### config.mk
export PLATFORM = sky130hd
export DESIGN_NAME = dmac_transfer_ctrl
export DESIGN_NICKNAME = d
export VERILOG_FILES = /design/src/rtl/dmac_transfer_ctrl.sv
export SDC_FILE = /design/constraint.sdc
export NUM_CORES = 1
export LEC_CHECK = 0
export BUFFER_PORTS_ARGS = -buffer_cell sky130_fd_sc_hd__buf_4
export CAP_MARGIN = 15
export CORE_AREA = 2 2 82 84
export CTS_BUF_LIST = sky130_fd_sc_hd__clkbuf_16
export CTS_CLUSTER_SIZE = 8
export DETAILED_ROUTE_END_ITERATION = 10
export DIE_AREA = 0 0 84 86
export PLACE_DENSITY = 0.83
export SYNTH_ARGS = -nofsm -noshare
export SYNTH_HDL_FRONTEND = slang
export SYNTH_SLANG_ARGS = --single-unit
### constraint.sdc
create_clock -name clk -period 4.8 [get_ports clk]
set_input_delay 0.48 -clock clk [delete_from_list [all_inputs] [get_ports clk]]
set_output_delay 0.48 -clock clk [all_outputs]
set_load 0.005 [all_outputs]
### src/rtl/dmac_transfer_ctrl.sv
// dmac_transfer_ctrl: DMAC sequencer moving data_size words from src to dst over a request/grant bus.
// Optional DMAC_PAUSE_EN adds a pause input that parks the engine in REQ with the bus released.
module dmac_transfer_ctrl #(
  parameter int ADDR_W = 8,
  parameter int DATA_W = 32,
  parameter int SIZE_W = 8
) (
  input  logic              clk,
  input  logic              reset_n,
  input  logic              op_start,
  input  logic              op_clear,
  input  logic [ADDR_W-1:0] src_addr,
  input  logic [ADDR_W-1:0] dst_addr,
  input  logic [SIZE_W-1:0] data_size,
  output logic              m_req,
  input  logic              m_grant,
  output logic [ADDR_W-1:0] m_addr,
  output logic              m_we,
  output logic [DATA_W-1:0] m_dout,
  input  logic [DATA_W-1:0] m_din,
  output logic              busy,
  output logic              done,
  output logic              intr
`ifdef DMAC_PAUSE_EN
  ,input logic              pause
`endif
);
  typedef enum logic [2:0] {IDLE, REQ, READ, WAIT, WRITE, DONE} state_t;
  state_t state, nxt;
  logic [ADDR_W-1:0] src_ptr, dst_ptr;
  logic [SIZE_W-1:0] remaining;
  logic [DATA_W-1:0] buffer;
  logic done_r, hold, last;
`ifdef DMAC_PAUSE_EN
  assign hold = pause;
`else
  assign hold = 1'b0;
`endif
  assign last = remaining == SIZE_W'(1);
  always_comb begin
    nxt = state;
    busy = 1'b0;
    m_req = 1'b0;
    m_we = 1'b0;
    m_addr = '0;
    m_dout = '0;
    intr = 1'b0;
    done = done_r;
    case (state)
      IDLE: nxt = op_start ? (data_size == '0 ? DONE : REQ) : IDLE;
      REQ: begin
        busy = 1'b1;
        m_req = !hold;
        nxt = (m_grant && !hold) ? READ : REQ;
      end
      READ: begin
        busy = 1'b1;
        m_req = 1'b1;
        m_addr = src_ptr;
        nxt = WAIT;
      end
      WAIT: begin
        busy = 1'b1;
        m_req = 1'b1;
        nxt = WRITE;
      end
      WRITE: begin
        busy = 1'b1;
        m_req = 1'b1;
        m_we = 1'b1;
        m_addr = dst_ptr;
        m_dout = buffer;
        nxt = last ? DONE : (m_grant && !hold) ? READ : REQ;
      end
      DONE: begin
        intr = 1'b1;
        nxt = IDLE;
      end
      default: nxt = IDLE;
    endcase
  end
  // completion in the DONE cycle outranks a concurrent op_clear
  always_ff @(posedge clk or negedge reset_n) begin
    if (!reset_n) begin
      state <= IDLE;
      src_ptr <= '0;
      dst_ptr <= '0;
      remaining <= '0;
      buffer <= '0;
      done_r <= 1'b0;
    end else begin
      state <= nxt;
      done_r <= (nxt == DONE) || (done_r && !(op_clear && state != DONE));
      if (state == IDLE && op_start) begin
        src_ptr <= src_addr;
        dst_ptr <= dst_addr;
        remaining <= data_size;
      end
      if (state == WAIT) buffer <= m_din;
      if (state == WRITE) begin
        src_ptr <= src_ptr + ADDR_W'(1);
        dst_ptr <= dst_ptr + ADDR_W'(1);
        remaining <= remaining - SIZE_W'(1);
      end
    end
  end
endmodule

==> metrics.txt <==
cell-internal power=1.72 mW; fill count=472; Core Region=0.00628 mm^2; Worst Hold Slack=0.227 ns; sequential power share=37.9%; CTS buffer count=9; Net Switching=1.03 mW; CTS H-tree depth=3; GRT Resource Usage Total=24.9%; commonest non-fill, non-tap cell in the layout=buf_4; register area share after synthesis=44.7%; drt first pass iters=5; routability cong.=0.844; first-pass GRT wire length=14.3 mm; top post-synthesis cells by area=dfrtp_1 45%, mux2_2 11%, and2_1 6.0%, nor2_1 3.9%, a22oi_1 2.5%; die area=0.00722 mm^2; critical path class=flop to primary output; crit start category=flop; routed wire length per instance=16.7 um; DP Wirelength=5.76 mm; synthesized flop and latch total=60; fmax=315 MHz; Logic pwr share=38.7%; Hold-fix buffers, CTS=0; # Post-CTS Setup Buffers=0; antenna fix cells=0; Syn-to-layout area delta=32.6%; DRT antenna net count=0; status=finished, final reports clean; Max VDD drop=0.000391 V; maxcap violations=0; largest net degree at the start of global routing=61; CP arrival=2.70 ns; fin crit share=66.2%; sw frac=37.5%; Hold Crit Class=primary input to async pin; CTS Buffer Depth=2; critical path required time=4.32 ns; RSZ-0062 raised after global routing=false; clock sink total=60; vias in the first global route=2984; Final Setup Violations=0; Rel. slew slack=47.4%; leak pwr=2.05 nW; Slew Limit Fails=0; Initial Utilization=53.5%; worst r2r src=state[2]$_DFF_PN0_; Tot Pwr=2.75 mW; minimum clock period=3.18 ns; Clock Latency Late Sink=0.33 ns; Post-CTS Resized=0; Cells after Synth=350; average size of a mapped cell=9.59 um^2; clk slew on worst S/H paths=0.05 ns; async set-or-reset flop fraction in the synthesized netlist=100%; Final Util=70.9%; Yosys Warn Count=0; Worst R2R Setup Slack=2.24 ns; Via-to-Cell Ratio=5.90; port bufs=105; most frequent cells in the layout=108 x buf_4, 60 x dfrtp_1, 35 x nor2_1; initial antenna violation count=0; CTS tree=built; DRC=0; Netlist cell types=52; pwr dens=617 mW/mm^2; FF+latch area=0.00150 mm^2; Ports=106; DR iter-0 viols=297; Finished Layout Cells=525; Clock power frac=23.4%; Worst Slack Setup Final=1.62 ns; number of flops mapped to enable cells by yosys=0; Net Count, Synth=415; Mapped Area=0.00336 mm^2; Post-Layout Inst Area=0.00445 mm^2; Nets=508; Synth top area share=44.7%; Slew @ Worst Pin=0.787 ns; die span in y=86 um; CP Capture Type=primary output; die width=84 um; final setup TNS=0 ns; Routed WL=8.78 mm; Top FF cell, synth=dfrtp_1; origin of the worst setup path=state[2]$_DFF_PN0_; DR vias=3098; Multi-input gate area=0.00171 mm^2; Congestion Overflow GR=0; Yosys top cell by area=dfrtp_1; layout cells sized above 1=36.4%; Fin. Hold Viols=0; Place WS=2.03 ns; row cnt=29; CP Max Fanout=48; clk_skew=0.00549 ns; DP Area=0.00415 mm^2; placed instance count=509; CTS root buffer=clkbuf_16
-- critical path, stage by stage, from the launching register on --
cell     delay [ns]
dfrtp_1        0.61
buf_4          0.33
or3b_1         0.48
inv_2          0.56
and2_1         0.26
buf_4          0.12
-- layout make-up --
| class | instances | share of cell area, % |
|---|---|---|
| clock buffer | 9 | 5.06 |
| timing repair buffer | 108 | 18.2 |
| clock inverter | 7 | 1.69 |
| multi-input combinational | 256 | 38.5 |
| inverter | 8 | 0.675 |
| tap | 77 | 2.16 |
| sequential | 60 | 33.7 |
-- metal layers --
metal | vias to the layer above | GRT usage (%) | share of wire (%)
met3 | 28 | 6.64 | 10
met4 | 0 | 12.3 | 3.1
li1 | 1450 | - | -
met5 | - | 0 | 0
met1 | 1441 | 32.4 | 40
met2 | 179 | 38.9 | 47
-- cell usage after synthesis, types with 2 or more instances --
master / number
a211oi_1: 4
a21oi_1: 15
a221o_1: 3
a221oi_1: 3
a22oi_1: 11
a311oi_1: 3
a31oi_1: 4
and2_1: 32
and3_1: 3
buf_1: 2
buf_2: 8
clkbuf_1: 13
clkbuf_2: 2
dfrtp_1: 60
ha_1: 4
inv_1: 6
mux2_2: 32
mux2i_1: 5
nand2_1: 19
nand2b_1: 3
nand3_1: 11
nand3b_1: 5
nor2_1: 35
nor2b_1: 3
nor3_1: 13
nor4_1: 3
o21ai_0: 14
o22a_1: 2
o22ai_1: 6
o31ai_1: 2
or2_2: 2
or4_4: 2
-- final timing paths --
kind | end | cells after the start
max in group asynchronous | remaining[0]$_DFFE_PN0P_ | 1
setup reg to reg | remaining[5]$_DFFE_PN0P_ | 6
min in group clk | buffer[6]$_DFFE_PN0N_ | 2
setup / recovery | m_dout[31] | 5
hold reg to reg | buffer[19]$_DFFE_PN0N_ | 1
hold / removal | done$_DFF_PN0_ | 1
-- kinds of logic (layout without fill, tap and decap cells) --
family,count (synthesis),count (layout),synth area share [%]
simple gates,139,139,22.1
compound gates,75,75,14.9
flops,60,60,44.7
mux,37,37,12.2
buf+inv,34,132,4.29
fa+ha+maj,4,4,1.49
xor+xnor,1,1,0.261
-- power by group through the flow --
stage               Combinational (mW)  Sequential [mW]  Clock [mW]
finish                            1.06             1.04       0.642
floorplan                        0.815            0.914           0
global route                      1.16             1.08       0.678
detailed placement                1.05             1.03           0
global placement                  1.01             1.02           0
CTS                               1.06             1.03       0.653
-- sequential cells by signal, indices dropped and copies added (netlist names) --
name,count
dst_ptr,8
src_ptr,8
state,3
done,1
buffer,32
remaining,8
Power figures use the tool's default switching activity.
